===== src/rtl/core_wb_arb_if.sv =====
// Write-back bus between result sources and core_wb_arb.
// Handshake: source i transfers on src_valid[i] & src_ready[i]; src_ready never depends on src_valid.
interface core_wb_arb_if #(
  parameter int XLEN    = 64,
  parameter int RFIDX_W = 5,
  parameter int NUM_SRC = 2,
  parameter int CNT_W   = 64
);
  logic [NUM_SRC-1:0]         src_valid;
  logic [NUM_SRC-1:0]         src_ready;
  logic [NUM_SRC*RFIDX_W-1:0] src_rd_idx;
  logic [NUM_SRC*2-1:0]       src_mem2reg;
  logic [NUM_SRC*XLEN-1:0]    src_alu;
  logic [NUM_SRC*XLEN-1:0]    src_mem;
  logic [NUM_SRC*XLEN-1:0]    src_imm;
  logic [NUM_SRC*XLEN-1:0]    src_snpc;
  logic                       rf_we;
  logic [RFIDX_W-1:0]         rf_idx;
  logic [XLEN-1:0]            rf_data;
  logic [NUM_SRC-1:0]         pend_mask;
  logic [CNT_W-1:0]           retire_cnt;

  modport master (
    output src_valid, src_rd_idx, src_mem2reg, src_alu, src_mem, src_imm, src_snpc,
    input  src_ready, rf_we, rf_idx, rf_data, pend_mask, retire_cnt
  );

  modport slave (
    input  src_valid, src_rd_idx, src_mem2reg, src_alu, src_mem, src_imm, src_snpc,
    output src_ready, rf_we, rf_idx, rf_data, pend_mask, retire_cnt
  );
endinterface


===== src/rtl/core_wb_arb.sv =====
// Write-back arbiter: per-source 1-entry slots, round-robin onto one register-file write port.
// Optional same-cycle write-through when all slots are empty: define CORE_WB_BYPASS_EN.
module core_wb_arb #(
  parameter int XLEN    = 64,
  parameter int RFIDX_W = 5,
  parameter int NUM_SRC = 2,
  parameter int CNT_W   = 64
) (
  input logic         clk,
  input logic         rst_n,
  core_wb_arb_if.slave bus
);
  localparam int PTR_W = (NUM_SRC > 1) ? $clog2(NUM_SRC) : 1;

  logic [NUM_SRC-1:0] slot_full_q, slot_full_d;
  logic [RFIDX_W-1:0] slot_idx_q  [NUM_SRC];
  logic [RFIDX_W-1:0] slot_idx_d  [NUM_SRC];
  logic [XLEN-1:0]    slot_data_q [NUM_SRC];
  logic [XLEN-1:0]    slot_data_d [NUM_SRC];
  logic [PTR_W-1:0]   rr_ptr_q, rr_ptr_d;
  logic [CNT_W-1:0]   retire_cnt_q, retire_cnt_d;

  logic [XLEN-1:0]    sel_data [NUM_SRC];
  logic [RFIDX_W-1:0] sel_idx  [NUM_SRC];
  logic [NUM_SRC-1:0] grant, accept, byp_mask;
  logic               gnt_hit, byp_hit;
  logic [PTR_W-1:0]   gnt_src, byp_src, gnt_cand;

  function automatic logic [PTR_W-1:0] wrap_add(input logic [PTR_W-1:0] base, input int off);
    return PTR_W'((int'(base) + off) % NUM_SRC);
  endfunction

  always_comb begin
    for (int i = 0; i < NUM_SRC; i++) begin
      sel_idx[i] = bus.src_rd_idx[i*RFIDX_W +: RFIDX_W];
      case (bus.src_mem2reg[i*2 +: 2])
        2'b00:   sel_data[i] = bus.src_alu[i*XLEN +: XLEN];
        2'b01:   sel_data[i] = bus.src_mem[i*XLEN +: XLEN];
        2'b10:   sel_data[i] = bus.src_imm[i*XLEN +: XLEN];
        default: sel_data[i] = bus.src_snpc[i*XLEN +: XLEN];
      endcase
    end
  end

  // First full slot scanning from rr_ptr wins.
  always_comb begin
    grant    = '0;
    gnt_hit  = 1'b0;
    gnt_src  = '0;
    gnt_cand = '0;
    for (int k = 0; k < NUM_SRC; k++) begin
      gnt_cand = wrap_add(rr_ptr_q, k);
      if (!gnt_hit && slot_full_q[gnt_cand]) begin
        gnt_hit = 1'b1;
        gnt_src = gnt_cand;
      end
    end
    if (gnt_hit) grant[gnt_src] = 1'b1;
  end

`ifdef CORE_WB_BYPASS_EN
  logic [PTR_W-1:0] byp_cand;
  always_comb begin
    byp_mask = '0;
    byp_hit  = 1'b0;
    byp_src  = '0;
    byp_cand = '0;
    if (slot_full_q == '0) begin
      for (int k = 0; k < NUM_SRC; k++) begin
        byp_cand = wrap_add(rr_ptr_q, k);
        if (!byp_hit && bus.src_valid[byp_cand] && (sel_idx[byp_cand] != '0)) begin
          byp_hit = 1'b1;
          byp_src = byp_cand;
        end
      end
    end
    if (byp_hit) byp_mask[byp_src] = 1'b1;
  end
`else
  assign byp_mask = '0;
  assign byp_hit  = 1'b0;
  assign byp_src  = '0;
`endif

  assign bus.src_ready  = ~slot_full_q | grant;
  assign accept         = bus.src_valid & bus.src_ready;
  assign bus.pend_mask  = slot_full_q;
  assign bus.retire_cnt = retire_cnt_q;

  // Writes are suppressed while reset is asserted so a reset cycle never commits stale slot data.
  always_comb begin
    bus.rf_we   = 1'b0;
    bus.rf_idx  = '0;
    bus.rf_data = '0;
    if (rst_n) begin
      if (gnt_hit) begin
        bus.rf_we   = 1'b1;
        bus.rf_idx  = slot_idx_q[gnt_src];
        bus.rf_data = slot_data_q[gnt_src];
      end else if (byp_hit) begin
        bus.rf_we   = 1'b1;
        bus.rf_idx  = sel_idx[byp_src];
        bus.rf_data = sel_data[byp_src];
      end
    end
  end

  always_comb begin
    slot_full_d  = slot_full_q;
    slot_idx_d   = slot_idx_q;
    slot_data_d  = slot_data_q;
    retire_cnt_d = retire_cnt_q;
    for (int i = 0; i < NUM_SRC; i++) begin
      retire_cnt_d = retire_cnt_d + CNT_W'(accept[i]);
      if (accept[i] && (sel_idx[i] != '0) && !byp_mask[i]) begin
        slot_full_d[i] = 1'b1;
        slot_idx_d[i]  = sel_idx[i];
        slot_data_d[i] = sel_data[i];
      end else if (grant[i]) begin
        slot_full_d[i] = 1'b0;
      end
    end
    if (gnt_hit)      rr_ptr_d = wrap_add(gnt_src, 1);
    else if (byp_hit) rr_ptr_d = wrap_add(byp_src, 1);
    else              rr_ptr_d = rr_ptr_q;
  end

  always_ff @(posedge clk) begin
    if (!rst_n) begin
      slot_full_q  <= '0;
      rr_ptr_q     <= '0;
      retire_cnt_q <= '0;
      for (int i = 0; i < NUM_SRC; i++) begin
        slot_idx_q[i]  <= '0;
        slot_data_q[i] <= '0;
      end
    end else begin
      slot_full_q  <= slot_full_d;
      rr_ptr_q     <= rr_ptr_d;
      retire_cnt_q <= retire_cnt_d;
      slot_idx_q   <= slot_idx_d;
      slot_data_q  <= slot_data_d;
    end
  end
endmodule


===== src/flat_wrapper.sv =====
// flat-port wrapper written by rule: the top's interface ports become plain ports
module core_wb_arb_flat 
#(
  parameter int XLEN    = 64,
  parameter int RFIDX_W = 5,
  parameter int NUM_SRC = 2,
  parameter int CNT_W   = 64
)
  (clk, rst_n, bus_src_valid, bus_src_rd_idx, bus_src_mem2reg, bus_src_alu, bus_src_mem, bus_src_imm, bus_src_snpc, bus_src_ready, bus_rf_we, bus_rf_idx, bus_rf_data, bus_pend_mask, bus_retire_cnt);
  core_wb_arb_if #(.XLEN(XLEN), .RFIDX_W(RFIDX_W), .NUM_SRC(NUM_SRC), .CNT_W(CNT_W)) bus_i ();
  input logic clk;
  input logic rst_n;
  input wire logic [$bits(bus_i.src_valid)-1:0] bus_src_valid;
  input wire logic [$bits(bus_i.src_rd_idx)-1:0] bus_src_rd_idx;
  input wire logic [$bits(bus_i.src_mem2reg)-1:0] bus_src_mem2reg;
  input wire logic [$bits(bus_i.src_alu)-1:0] bus_src_alu;
  input wire logic [$bits(bus_i.src_mem)-1:0] bus_src_mem;
  input wire logic [$bits(bus_i.src_imm)-1:0] bus_src_imm;
  input wire logic [$bits(bus_i.src_snpc)-1:0] bus_src_snpc;
  output wire logic [$bits(bus_i.src_ready)-1:0] bus_src_ready;
  output wire logic [$bits(bus_i.rf_we)-1:0] bus_rf_we;
  output wire logic [$bits(bus_i.rf_idx)-1:0] bus_rf_idx;
  output wire logic [$bits(bus_i.rf_data)-1:0] bus_rf_data;
  output wire logic [$bits(bus_i.pend_mask)-1:0] bus_pend_mask;
  output wire logic [$bits(bus_i.retire_cnt)-1:0] bus_retire_cnt;
  assign bus_i.src_valid = bus_src_valid;
  assign bus_i.src_rd_idx = bus_src_rd_idx;
  assign bus_i.src_mem2reg = bus_src_mem2reg;
  assign bus_i.src_alu = bus_src_alu;
  assign bus_i.src_mem = bus_src_mem;
  assign bus_i.src_imm = bus_src_imm;
  assign bus_i.src_snpc = bus_src_snpc;
  assign bus_src_ready = bus_i.src_ready;
  assign bus_rf_we = bus_i.rf_we;
  assign bus_rf_idx = bus_i.rf_idx;
  assign bus_rf_data = bus_i.rf_data;
  assign bus_pend_mask = bus_i.pend_mask;
  assign bus_retire_cnt = bus_i.retire_cnt;
  core_wb_arb #(.XLEN(XLEN), .RFIDX_W(RFIDX_W), .NUM_SRC(NUM_SRC), .CNT_W(CNT_W)) u_core (.clk(clk), .rst_n(rst_n), .bus(bus_i));
endmodule

===== config.mk =====
export PLATFORM = sky130hd
export DESIGN_NAME = core_wb_arb_flat
export DESIGN_NICKNAME = d
export VERILOG_FILES = /design/src/rtl/core_wb_arb_if.sv /design/src/rtl/core_wb_arb.sv /design/src/flat_wrapper.sv
export SDC_FILE = /design/constraint.sdc
export NUM_CORES = 1
export LEC_CHECK = 0
export BUFFER_PORTS_ARGS = -buffer_cell sky130_fd_sc_hd__buf_2
export CAP_MARGIN = 20
export CORE_AREA = 2 2 262 264
export DETAILED_ROUTE_END_ITERATION = 10
export DIE_AREA = 0 0 264 266
export PLACE_DENSITY = 0.4
export SETUP_SLACK_MARGIN = 0.15
export SLEW_MARGIN = 20
export SYNTH_ARGS = -nofsm -noshare
export SYNTH_HDL_FRONTEND = slang
export SYNTH_SLANG_ARGS = --single-unit

===== constraint.sdc =====
create_clock -name clk -period 5.21 [get_ports clk]
set_clock_uncertainty 0.1 [all_clocks]
set_input_delay 0.2605 -clock clk [delete_from_list [all_inputs] [get_ports clk]]
set_output_delay 0.2605 -clock clk [all_outputs]
set_load 0.01 [all_outputs]

Yosys cells after proc, flatten, opt, wreduce, memory -nomap -nowiden
Cells that the tools add are included.
Cells by class
  equal/unequal tests: 4
  magnitude comparators: 5
  $add $sub $neg: 4
  muxes and demuxes: 29
  reductions and logical operators: 11
  bitwise operators: 4
Operators with widths (count)
  64-bit one-hot mux with 3 select lines: 2
  64-bit two-way mux: 5
  64-bit by 1-bit adder with 64-bit output: 2
  5-bit two-way mux: 5
  1-bit two-way mux: 15
  5-bit nonzero test: 2
  1-bit by 2-bit less-than comparator with 1-bit output, second input constant: 3
  2-bit by 1-bit equality test with 1-bit output, second input constant: 2
  2-bit equality test, second input constant: 2
  1-bit logical AND: 4
  2-bit zero test: 2
  2-bit nonzero test: 2
  1-bit adder, second input constant: 2
  2-bit AND: 1
  2-bit greater-or-equal comparator, second input constant: 1
  2-bit two-way mux: 1
  1-bit NOT with 2-bit output: 1
  2-bit NOT: 1
  2-bit bitwise OR: 1
  1-bit demux with 1-bit select: 1
  1-bit greater-or-equal comparator, second input constant: 1
  1-bit zero test: 1
Storage, ports and cells
  logic and storage cells: 65
  output and inout port bits: 138
  bits of input ports: 530
  register bits after elaboration: 205

Depth between registers and ports, before layout
Gate-level depths: netlist (run 1).
  word-level depth: 15
  depth in mapped cells: 11
  mapped depth without buffers: 9

Worst setup path before layout (run 1)
Ideal clock, no wire load.
  kind: register to register
  from: reg u_core.slot_full_q[1], in the netlist u_core.bus.pend_mask[1]
  to: reg u_core.retire_cnt_q[58], in the netlist u_core.bus.retire_cnt[58]
  required time: 5.040 ns
  library setup time: 0.070 ns
  stages on the path, launching flop included: 12
  arrival time: 2.543 ns
  path slack: 2.496 ns
  path buffers: 2
  clock period less this slack: 2.714 ns
  path through: dfxtp_1 -> nand3b_1 -> and2_1 -> buf_2 -> fa_1 -> ha_1 -> nand3_2 -> nor2_4 -> nand4_2 -> buf_2 -> or4_1 -> a21oi_1
Between the ends
  elaborated cells between the ends (all ways): 21
  those cells by class: 2 x add/sub; 2 x order compare; 11 x mux; 3 x bitwise; 3 x reduce/logical
RTL lines
  start, declared: RTL line core_wb_arb.sv:15  | logic [NUM_SRC-1:0] slot_full_q, slot_full_d;
  start signal, assigned: RTL line core_wb_arb.sv:138  | slot_full_q <= slot_full_d;
  1-bit two-way mux (implied by the code) (2 in a row): RTL line core_wb_arb.sv:53  | if (!gnt_hit && slot_full_q[gnt_cand]) begin
  1-bit two-way mux: RTL line core_wb_arb.sv:53
  1-bit zero test: RTL line core_wb_arb.sv:53
  1-bit logical AND: RTL line core_wb_arb.sv:53
  1-bit two-way mux: RTL line core_wb_arb.sv:53
  1-bit by 2-bit less-than comparator with 1-bit output (implied by the code) / 1-bit greater-or-equal comparator (equally long branches): RTL line core_wb_arb.sv:58  | if (gnt_hit) grant[gnt_src] = 1'b1;
  1-bit logical AND (implied by the code): RTL line core_wb_arb.sv:58
  1-bit two-way mux (implied by the code): RTL line core_wb_arb.sv:58
  1-bit demux with 1-bit select
  2-bit two-way mux: RTL line core_wb_arb.sv:58
  2-bit bitwise OR (*): RTL line core_wb_arb.sv:85  | assign bus.src_ready = ~slot_full_q | grant;
  net bus_src_ready[1]: RTL line flat_wrapper.sv:20  | output wire logic [$bits(bus_i.src_ready)-1:0] bus_src_ready;
  2-bit AND (*): RTL line core_wb_arb.sv:86  | assign accept = bus.src_valid & bus.src_ready;
  64-bit by 1-bit adder with 64-bit output (*): RTL line core_wb_arb.sv:114  | retire_cnt_d = retire_cnt_d + CNT_W'(accept[i]);
  end signal, assigned: RTL line core_wb_arb.sv:140  | retire_cnt_q <= retire_cnt_d;
  end, declared: RTL line core_wb_arb.sv:21  | logic [CNT_W-1:0] retire_cnt_q, retire_cnt_d;
The timed path passes the listed nets; every way through them passes the cells marked *. The select of a mux whose other input is x is not followed.
A chain may end at the register's enable or synchronous reset.

Worst setup path in the final report (run 1)
  from: reg u_core.slot_full_q[1], in the netlist u_core.bus.pend_mask[1]
  to: reg u_core.retire_cnt_q[56], in the netlist u_core.bus.retire_cnt[56]
Between the ends
  longest elaborated chain between the ends: 15
  elaborated cells between the ends (all ways): 21
  those cells by class: 2 x add/sub; 2 x order compare; 11 x mux; 3 x bitwise; 3 x reduce/logical
Ends and longest elaborated chain (RTL line)
  1-bit two-way mux (implied by the code) (2 in a row): core_wb_arb.sv:53
  1-bit two-way mux: core_wb_arb.sv:53
  1-bit zero test: core_wb_arb.sv:53
  1-bit logical AND: core_wb_arb.sv:53
  1-bit two-way mux: core_wb_arb.sv:53
  1-bit by 2-bit less-than comparator with 1-bit output (implied by the code) / 1-bit greater-or-equal comparator (equally long branches): core_wb_arb.sv:58
  1-bit logical AND (implied by the code): core_wb_arb.sv:58
  1-bit two-way mux (implied by the code): core_wb_arb.sv:58
  1-bit demux with 1-bit select
  2-bit two-way mux: core_wb_arb.sv:58
  2-bit bitwise OR (*): core_wb_arb.sv:85
  2-bit AND (*): core_wb_arb.sv:86
  64-bit by 1-bit adder with 64-bit output: core_wb_arb.sv:114
  64-bit by 1-bit adder with 64-bit output (*): core_wb_arb.sv:114
Mark *: on every way between the ends. The rest lies on a longest branch, timed or not. The select of a mux whose other input is x is not followed.

==> results.md, run 1 <==
* Clock power share at 0.446
* Sw Ratio at 0.278
* Setup CP Type: reg2reg
* Later-pin clock latency in the skew report at 0.56 ns
* Setup crit end: u_core.bus.retire_cnt[56]
* Post-cts resize count at 0
* Worst path top cell family by delay: simple AND/OR/NAND/NOR gates
* GRT Residual Overflow at 0
* Core area at 67,700 sq um
* R2R Path End: u_core.bus.retire_cnt[56]
* CTS tree: yes
* Synth unique cells at 39
* Initial Util at 0.177
* Top FF cell, synth: dfxtp_1
* Fin. Hold Viols at 0
* YS warnings at 0
* Largest net degree at the start of global routing at 109
* IO buf count at 667
* Postcts setup bufs at 0
* Nets at 2,516
* Post-synthesis sequential area ratio at 0.343
* 1st-iter DRT viols at 898
* Register share of total power at 0.374
* Number of core rows at 96
* Placed insts at 2,825
* Worst-case clock buffer depth at 3
* Number of synthesized flops with an enable pin at 0
* Die Area at 70,200 sq um
* Syn_nets at 1,904
* Commonest non-fill, non-tap cell in the layout: buf_2
* RSZ-0062 raised after global routing: no
* Hold Crit Class: in2reg
* Most frequent cells in the layout: buf_2 (663), nand2_1 (435), a21oi_1 (244), dfxtp_1 (205), mux4_2 (128)
* DR DRC count at 0
* Max stage delay on crit path at 0.62 ns
* Leak at 0.00718 uW
* Final std cells w/o fill at 2,923
* Critical path arrival at 3.80 ns
* Layout Area Growth over Synthesis at 44.9%
* Net Switching at 1260 uW
* Die width at 264 um
* H-tree depth at 1
* Nature of the critical path startpoint: flop
* Relative slew slack at 0.274
* CP Depth at 9
* Internal at 3280 uW
* # setup viols final at 0
* Avg Inst Size Synth at 8.72 sq um
* Crit path required time at 5.60 ns
* Root buf cell: clkbuf_16
* Worst setup startpoint: u_core.bus.pend_mask[1]
* TritonCTS Sinks at 205
* First-pass GRT wire length at 97,600 um
* Seq cells post-synth at 205
* Clk pin slew, worst setup/hold paths at 0.06 ns
* Final period util at 0.655
* GRT Overall Usage at 0.192
* Drt first pass iters at 5
* Post-synth ARST share at 0
* Fmax at 0.293 GHz
* Mapped Area at 12,000 sq um
* Reg2Reg Depth at 9
* Critical path fanouts, max at 18
* HPWL Detailed at 55,700 um
* Worst Max-Slew Pin Slew at 1.09 ns
* RD Place Congestion at 0.950
* Min cycle time layout at 3.41 ns
* Post-DR wirelength/cell at 24.2 um
* Post-Syn Instances at 1,372
* FF-to-FF setup slack at 1.80 ns
* Fin. max-slew vios at 0
* Comb power frac at 0.180
* Setup TNS at 0 ns
* Io pins at 668
* Crit-path slowest cell: or4_1
* CTS Buf Count at 27
* Antenna violations before repair at 72
* Worst-path cell chain: nand3_1 > and2_1 > fa_1 > ha_1 > nand3_2 > nor2_4 > nand4_2 > or4_1 > a21oi_1
* Fraction of layout cells with a size suffix above 1 at 0.442
* Final WL at 70,600 um
* Vias per inst at 4.65
* CP bufs+invs at 0
* Worst R2R Start: u_core.bus.pend_mask[1]
* Die Y at 266 um
* Hold buffers post-CTS at 11
* Peak VDD IR at 0.000190 V
* # Max-Cap Violations at 0
* Endpoint class of the critical path: flop
* Status: finished clean
* Vias in the first global route at 13,400
* Vias at 13,600
* PwrDens at 262 nW/um^2
* Antenna viol nets, final at 0
power groups by stage:
stage,registers [uW],clock network (uW),logic [uW]
floorplan,1720,0,432
global placement,1730,0,811
detailed placement,1730,0,819
CTS,1700,2100,829
global route,1710,2150,889
finish,1700,2030,819
per-stage QoR:
step | instance area (sq um) | setup slack, ns | total power, uW | util | hold slack, ns
floorplan | 12000 | 2.50 | 2150 | - | 0.296
global placement | 16200 | 1.94 | 2540 | 0.238 | 0.342
detailed placement | 16200 | 1.84 | 2550 | 0.238 | 0.347
CTS | 17200 | 1.81 | 4630 | 0.254 | 0.0241
global route | 17300 | 1.57 | 4750 | 0.255 | 0.0648
finish | 17300 | 1.80 | 4540 | 0.256 | 0.0719
cell families (layout without fill, tap and decap cells):
kind of cell	Yosys count	in the layout	share of synthesized area
and+or+nand+nor	606	606	0.231
AOI/OAI and AO/OA	291	291	0.127
DFF	205	205	0.343
muxes	129	129	0.242
buffers and inverters	116	749	0.0381
xor gates and xnor gates	23	23	0.0168
adders and majority gates	2	2	0.00272
other	0	36	0
routing by layer:
metal / global-route usage / up-vias / routed length (um)
li1: - / 6206 / -
met1: 0.221 / 6559 / 27100
met2: 0.335 / 658 / 34600
met3: 0.0509 / 163 / 5310
met4: 0.0797 / 18 / 3550
met5: 0 / - / 103
Yosys cell counts, types with 2 or more instances:
master    instances  area share
dfxtp_1         205        0.34
nand4_4           4      0.0071
o31ai_1          17       0.011
o21ai_0          21      0.0088
and3_1            5      0.0026
nand4_2           6      0.0063
nand2b_1          3      0.0016
nor2_1           32       0.010
nand3_1          28       0.012
nor4_2            4      0.0042
or4_1            18       0.011
or3_1            21       0.011
or2_2             3      0.0016
mux4_2          128        0.24
nor3_4            2      0.0027
nor4_1            5      0.0026
nor2_4            2      0.0019
xnor2_1          11      0.0081
nor3_1            7      0.0029
and2_1            9      0.0047
a22oi_1           4      0.0025
nand4_1          16      0.0084
inv_1            11      0.0035
o21ai_1           3      0.0013
buf_2            16      0.0067
clkbuf_1         85       0.027
o21a_1            2      0.0013
nor3_2            2      0.0017
buf_1             3     0.00094
nand2_1         436        0.14
a21oi_1         244        0.10
xor2_1           12      0.0088
worst min-delay path by stage:
stage                            from                 endpoint  slack [ns]  cells after the start
2_1_floorplan       bus_src_rd_idx[5]     u_core.slot_idx_q[0]        0.30                      2
3_3_place_gp   u_core.slot_data_q[98]   u_core.slot_data_q[98]        0.34                      2
3_5_place_dp   u_core.slot_data_q[32]   u_core.slot_data_q[32]        0.35                      2
4_1_cts               bus_src_alu[65]    u_core.slot_data_q[1]        0.02                      4
5_1_grt               bus_src_imm[55]  u_core.slot_data_q[119]        0.06                      4
6_report              bus_src_imm[41]  u_core.slot_data_q[105]        0.07                      4
state kept, by name, indices dropped and copies added, names as in the netlist:
name,cells
u_core.slot_idx_q,10
u_core.bus.pend_mask,2
u_core.bus.retire_cnt,64
u_core.slot_data_q,128
u_core.rr_ptr_q,1
final cells by class:
cell class,count,area (sq um)
Tap cell,882,1100
Multi-Input combinational cell,1051,7460
Timing Repair Buffer,687,3570
Clock inverter,16,191
Sequential cell,205,4100
Antenna cell,36,90.1
Clock buffer,34,762
Fill cell,7573,50400
Inverter,12,50.0
tightest hold or removal path, delay by kind of cell:
| kind | cells | cell delay [ns] |
|---|---|---|
| muxes | 1 | 0.21 |
| AOI/OAI and AO/OA | 1 | 0.11 |
| buffers and inverters | 1 | 0.07 |
| and+or+nand+nor | 1 | 0.05 |
No activity file was read; power rests on OpenSTA's default activity.
==> inputs of run 2 (changes only) <==
ABC_AREA = 1   (was unset)
CORE_AREA = 2 2 260 262   (was 2 2 262 264)
DIE_AREA = 0 0 262 264   (was 0 0 264 266)
PLACE_DENSITY = 0.41   (was 0.4)
clock period = 3.5 ns   (was 5.21 ns; I/O delays follow)
==> results.md, run 2 <==
* Drt first pass iters at 5 (unchanged)
* Fin. max-slew vios at 0 (unchanged)
* Final setup margin at 0.372 ns (was 1.80 ns)
* Syn_nets at 2,566 (was 1,904)
* YS warnings at 0 (unchanged)
* Max FFs per register at 128 (unchanged)
* Post-DR wirelength/cell at 21.0 um (was 24.2 um)
* Fraction of layout cells with a size suffix above 1 at 0.269 (was 0.442)
* Status: finished clean (unchanged)
* Ranking of synthesized cells by area: dfxtp_1 (33%), nand2_1 (14%), o21ai_0 (11%) (was dfxtp_1 (34%), mux4_2 (24%), nand2_1 (14%))
* Layout Area Growth over Synthesis at 63.2% (was 44.9%)
* Most instantiated library cell after synthesis: nand2_1 (unchanged)
* Hold Crit Class: in2reg (unchanged)
* # Max-Cap Violations at 0 (unchanged)
* Post-Syn Instances at 2,034 (was 1,372)
* Post-Place Setup Slack at 0.546 ns (was 1.84 ns)
* First-pass GRT wire length at 114,000 um (was 97,600 um)
* H-tree depth at 1 (unchanged)
* Clk pin slew, worst setup/hold paths at 0.06 ns (about the same)
* Nature of the critical path startpoint: primary input (was flop)
* Post-cts resize count at 0 (unchanged)
* CTS tree: yes (unchanged)
* Endpoint class of the critical path: flop (unchanged)
* Critical path fanouts, max at 38 (was 18)
* Antenna viol nets, final at 0 (unchanged)
* Mapped Area at 12,400 sq um (was 12,000 sq um)
* Most flops, register: u_core.slot_data_q (unchanged)
* Vias at 17,700 (was 13,600)
* Synth unique cells at 35 (was 39)
* Commonest non-fill, non-tap cell in the layout: buf_2 (unchanged)
* Post-synth ARST share at 0 (unchanged)
* Later-pin clock latency in the skew report at 0.56 ns (about the same)
* Critical path arrival at 3.54 ns (was 3.80 ns)
* Crit path required time at 3.91 ns (was 5.60 ns)
* Most frequent cells in the layout: buf_2 (666), nand2_1 (462), nor2_1 (330), o21ai_0 (285), dlygate4sd3_1 (280) (was buf_2 (663), nand2_1 (435), a21oi_1 (244), dfxtp_1 (205), mux4_2 (128))
* GRT Residual Overflow at 0 (unchanged)
* Root buf cell: clkbuf_16 (unchanged)
* TritonCTS Sinks at 205 (unchanged)
* Number of synthesized flops with an enable pin at 0 (unchanged)
* Fmax at 0.320 GHz
* Leak at 0.00882 uW (was 0.00718 uW)
* Avg Inst Size Synth at 6.12 sq um (was 8.72 sq um)
* IO buf count at 667 (unchanged)
* GRT Overall Usage at 0.222 (was 0.192)
* Postcts setup bufs at 0 (unchanged)
* Tot Pwr at 7270 uW (was 4540 uW)
* Seq cells post-synth at 205 (unchanged)
* Io pins at 668 (unchanged)
* Fin. Hold Viols at 0 (unchanged)
* Vias per inst at 4.66 (was 4.65)
* Worst Max-Slew Pin Slew at 1.03 ns (was 1.09 ns)
* PwrDens at 358 nW/um^2 (was 262 nW/um^2)
* Nets at 3,436 (was 2,516)
* Final WL at 80,000 um (was 70,600 um)
* Area leader, netlist: dfxtp_1 (unchanged)
* RSZ-0062 raised after global routing: no (unchanged)
* # setup viols final at 0 (unchanged)
* Number of core rows at 95 (was 96)
* Post-synthesis sequential area ratio at 0.330 (was 0.343)
* RD Place Congestion at 0.934 (was 0.950)
* Worst-case clock buffer depth at 3 (unchanged)
* Relative slew slack at 0.314 (was 0.274)
* Setup TNS at 0 ns (unchanged)
* Synth top area share at 0.330 (was 0.343)
* Antenna violations before repair at 16 (was 72)
* Top FF cell, synth: dfxtp_1 (unchanged)
* CTS Buf Count at 28 (was 27)
* Die width at 262 um (was 264 um)
* Final period util at 0.894
* Largest net degree at the start of global routing at 102 (was 109)
* DR DRC count at 0 (unchanged)
* Min cycle time layout at 3.13 ns
* 1st-iter DRT viols at 1,176 (was 898)
* Die Y at 264 um (was 266 um)
* Die Area at 69,200 sq um (was 70,200 sq um)
* Setup CP Type: in2reg (was reg2reg)
* HPWL Detailed at 63,000 um (was 55,700 um)
* Vias in the first global route at 17,600 (was 13,400)
* Most frequent cells after synthesis: nand2_1 (463), nor2_1 (331), o21ai_0 (285) (was nand2_1 (436), a21oi_1 (244), dfxtp_1 (205))
* Core area at 66,600 sq um (was 67,700 sq um)
* Initial Util at 0.187 (was 0.177)
* Peak VDD IR at 0.000320 V (was 0.000190 V)
[run 2: changes by cell type in the layout (fill, tap and decap cells not counted), moves of 18 or more]
cell           previous run  this run
o21ai_0                  21       285
nor2_1                   32       330
diode_2                  36         9
nand3_1                  28       198
dlygate4sd3_1            11       280
inv_1                    11        54
mux4_2                  128         0
or3_1                    21         0
nand2_1                 435       462
a211oi_1                  0        30
or4_1                    18         0
[run 2: worst max-delay path: stages]
cell           delay [ns]
buf_2                0.11
buf_4                0.23
nor2_4               0.67
buf_12               0.30
nand2_1              0.08
nand2_1              0.06
dlygate4sd3_1        0.55
a21oi_1              0.04
dlygate4sd3_1        0.56
a21oi_1              0.12
dlygate4sd3_1        0.55
[run 2: routing by layer]
layer / share of wire / vias up / GRT usage / wire, um
met5: 0.00016 / - / 0 / 13
met4: 0.031 / 2 / 0.0599 / 2450
met3: 0.065 / 120 / 0.0366 / 5190
met2: 0.48 / 710 / 0.385 / 38400
met1: 0.42 / 8311 / 0.282 / 34000
li1: - / 8581 / - / -
[run 2: power by group]
part	internal (uW)	switching, uW
Combinational	810	993
Sequential	2490	104
Clock	1720	1150
[run 2: final cells by class]
class,instances,area (sq um)
multi-input cells,1629,7520
diodes,9,22.5
clock inverters,6,61.3
well taps,873,1090
repair buffers,976,6420
clock buffers,43,848
inverters,64,244
flip-flops and latches,205,4100
fillers,7595,46200
[run 2: repair_timing]
action,in CTS,in global routing
hold buffers,280,0
endpoints found under the setup margin,0,0
hold endpoints to repair,136,0
[run 2: cell families (layout without fill, tap and decap cells)]
kind of cell | after synthesis | in the layout | synth area share
compound gates | 584 | 584 | 0.252
xor+xnor | 6 | 6 | 0.00422
fa+ha+maj | 2 | 2 | 0.00261
buf+inv | 200 | 1089 | 0.0680
flops | 205 | 205 | 0.330
other cells | 0 | 9 | 0
simple gates | 1037 | 1037 | 0.343
[run 2: through the flow]
| stage | hold slack (ns) | cells | instance area [sq um] | util |
|---|---|---|---|---|
| 5_1_grt | 0.0607 | 3799 | 20300 | 0.305 |
| 3_5_place_dp | 0.320 | 3467 | 16600 | 0.249 |
| 6_report | 0.00144 | 3805 | 20300 | 0.305 |
| 3_3_place_gp | 0.313 | 3467 | 16600 | 0.249 |
| 4_1_cts | 0.000241 | 3796 | 20300 | 0.305 |
| 2_1_floorplan | 0.211 | 2034 | 12400 | - |
[run 2: worst paths after layout]
kind	slack [ns]	end	cells after the start	start
worst max-delay path	0.37	u_core.slot_data_q[111]	11	bus_src_mem2reg[0]
worst max register to register	0.54	u_core.bus.retire_cnt[26]	13	u_core.rr_ptr_q
worst min-delay path	0.001	u_core.slot_data_q[125]	3	bus_src_snpc[61]
worst min register to register	0.35	u_core.slot_idx_q[8]	2	u_core.slot_idx_q[8]
==> inputs of run 3 (changes only) <==
PLACE_DENSITY = unset   (was 0.41)
PLACE_DENSITY_LB_ADDON = 0.05   (was unset)
clock period = 2.9 ns   (was 3.5 ns; I/O delays follow)
==> results.md, run 3 (synthesis results as in run 2) <==
* # setup viols final at 0 (unchanged)
* Commonest non-fill, non-tap cell in the layout: buf_2 (unchanged)
* Die Y at 264 um (unchanged)
* Setup TNS at 0 ns (unchanged)
* GRT Residual Overflow at 0 (unchanged)
* Status: finished clean (unchanged)
* Critical path arrival at 2.37 ns (was 3.54 ns)
* CTS tree: yes (unchanged)
* Number of core rows at 95 (unchanged)
* RSZ-0062 raised after global routing: yes (was no)
* Worst-path cell chain: nand2_1 > nand2_4 > buf_16 > clkinv_4 > buf_4 > nor2_1 > nor2_1 > buf_2 (was buf_2 > buf_4 > nor2_4 > buf_12 > nand2_1 > nand2_1 > dlygate4sd3_1 > a21oi_1 > dlygate4sd3_1 > a21oi_1 > dlygate4sd3_1)
* Max FFs per register at 128 (unchanged)
* Clock power share at 0.408 (was 0.395)
* Endpoint class of the critical path: output port (was flop)
* HPWL Detailed at 63,500 um (was 63,000 um)
* Nets at 3,452 (was 3,436)
* Final WL at 81,000 um (was 80,000 um)
* Most flops, register: u_core.slot_data_q (unchanged)
* Post-DP Area at 16,700 sq um (was 16,600 sq um)
* Drt first pass iters at 7 (was 5)
* Antenna viol nets, final at 0 (unchanged)
* Final period util at 0.902
* Sw Ratio at 0.307 (was 0.309)
* Root buf cell: clkbuf_16 (unchanged)
* Worst R2R Start: u_core.rr_ptr_q (unchanged)
* Core area at 66,600 sq um (unchanged)
* Area of the multi-input gates at 7530 sq um (was 7520 sq um)
* Relative slew slack at 0.461 (was 0.314)
* Final core utilization at 0.309 (was 0.305)
* Comb power frac at 0.241 (was 0.248)
* Vias at 17,700 (about the same)
* # Max-Cap Violations at 0 (unchanged)
* Layout Area Growth over Synthesis at 65.3% (was 63.2%)
* Worst setup startpoint: u_core.bus.pend_mask[0] (was bus_src_mem2reg[0])
* Later-pin clock latency in the skew report at 0.57 ns (was 0.56 ns)
* Internal at 6220 uW (was 5020 uW)
* Met1 WL at 32,900 um (was 34,000 um)
* H-tree depth at 1 (unchanged)
* 1st-iter DRT viols at 886 (was 1,176)
* Most frequent cells in the layout: buf_2 (665), nand2_1 (462), nor2_1 (329), o21ai_0 (285), dlygate4sd3_1 (281) (was buf_2 (666), nand2_1 (462), nor2_1 (330), o21ai_0 (285), dlygate4sd3_1 (280))
* Die Area at 69,200 sq um (unchanged)
* Filler instances at 7,609 (was 7,595)
* Worst Hold Launch: bus_src_snpc[89] (was bus_src_snpc[61])
* Fmax at 0.382 GHz
* Antenna violations before repair at 14 (was 16)
* Reg area at 4110 sq um (was 4100 sq um)
* Final instance area at 20,600 sq um (was 20,300 sq um)
* Worst Max-Slew Pin Slew at 0.808 ns (was 1.03 ns)
* DR DRC count at 0 (unchanged)
* First-pass GRT wire length at 116,000 um (was 114,000 um)
* Fraction of layout cells with a size suffix above 1 at 0.275 (was 0.269)
* Fin. Hold Viols at 0 (unchanged)
* TritonCTS Sinks at 205 (unchanged)
* Met3 routed WL at 4610 um (was 5190 um)
* Critical path fanouts, max at 72 (was 38)
* Top Metal Used: met5 (unchanged)
* Metal2 WL at 39,800 um (was 38,400 um)
* CTS Buf Count at 28 (unchanged)
* Crit path required time at 2.65 ns (was 3.91 ns)
* Worst-case clock buffer depth at 3 (unchanged)
* Setup CP Type: reg2out (was in2reg)
* Vias per inst at 4.64 (was 4.66)
* Die width at 262 um (unchanged)
* Fin. max-slew vios at 0 (unchanged)
* IO buf count at 667 (unchanged)
* Net Switching at 2760 uW (was 2250 uW)
* Min cycle time layout at 2.62 ns
* Crit-path slowest cell: dfxtp_1 (was nor2_4)
* Max stage delay on crit path at 0.38 ns (was 0.67 ns)
* PwrDens at 436 nW/um^2 (was 358 nW/um^2)
* Io pins at 668 (unchanged)
* Nature of the critical path startpoint: flop (was primary input)
* Initial Util at 0.187 (unchanged)
* Register share of total power at 0.351 (was 0.357)
* Hold Crit Class: in2reg (unchanged)
* Most frequent cell on the critical path: nor2_1 (was dlygate4sd3_1)
* Clk pin slew, worst setup/hold paths at 0.06 ns (about the same)
* RD Place Congestion at 0.911 (was 0.934)
* Post-DR wirelength/cell at 21.2 um (was 21.0 um)
* Leak at 0.00895 uW (was 0.00882 uW)
* Peak VDD IR at 0.000463 V (was 0.000320 V)
* Vias in the first global route at 18,200 (was 17,600)
* Largest net degree at the start of global routing at 151 (was 102)
* GRT Overall Usage at 0.225 (was 0.222)
-- run 3: repair_timing --
action,in CTS,in global routing
gates cloned,0,0
endpoints found under the hold margin,136,0
setup endpoints to repair,68,20
hold buffers,281,0
resized for setup,4,6
pin swaps,0,1
setup buffers,0,2
-- run 3: cell type report --
class,count,share of cell area
Tap cell,873,0.0531
Sequential cell,205,0.200
Clock inverter,7,0.00414
Antenna cell,6,0.000730
Timing Repair Buffer,992,0.322
Inverter,64,0.0120
Clock buffer,42,0.0420
Multi-Input combinational cell,1629,0.366
-- run 3: final timing paths --
path / slack [ns] / to / cells past startpoint
min: 0.04 / u_core.slot_data_q[25] / 3
min reg2reg: 0.37 / u_core.slot_idx_q[8] / 2
max: 0.28 / bus_rf_data[38] / 8
max reg2reg: 0.36 / u_core.slot_data_q[2] / 10
-- run 3: through the flow --
stage	hold WS, ns	total power (uW)	worst slack (ns)	cells
after detailed placement	0.293	4980	0.222	3480
final	0.0373	8980	0.285	3818
after global routing	0.0352	9420	0.121	3817
after global placement	0.289	4990	0.280	3480
after CTS	0.00183	9110	0.195	3810
after floorplan	0.181	3980	0.434	2034
-- run 3: worst max-delay path: cells and delay by family (launching register included) --
| family | cells | cell delay (ns) |
|---|---|---|
| and+or+nand+nor | 4 | 0.45 |
| DFF | 1 | 0.38 |
| buffers and inverters | 4 | 0.93 |
-- run 3: routing by layer --
metal,GRT usage,vias to the layer above
met5,0,-
met4,0.0899,12
li1,-,8624
met2,0.396,608
met3,0.0430,158
met1,0.266,8308
-- run 3: power by group through the flow --
stage / clock, uW / sequential, uW / combinational (uW)
3_5_place_dp: 0 / 3210 / 1780
3_3_place_gp: 0 / 3220 / 1770
2_1_floorplan: 0 / 3130 / 854
5_1_grt: 3870 / 3170 / 2370
4_1_cts: 3770 / 3150 / 2190
6_report: 3660 / 3150 / 2160
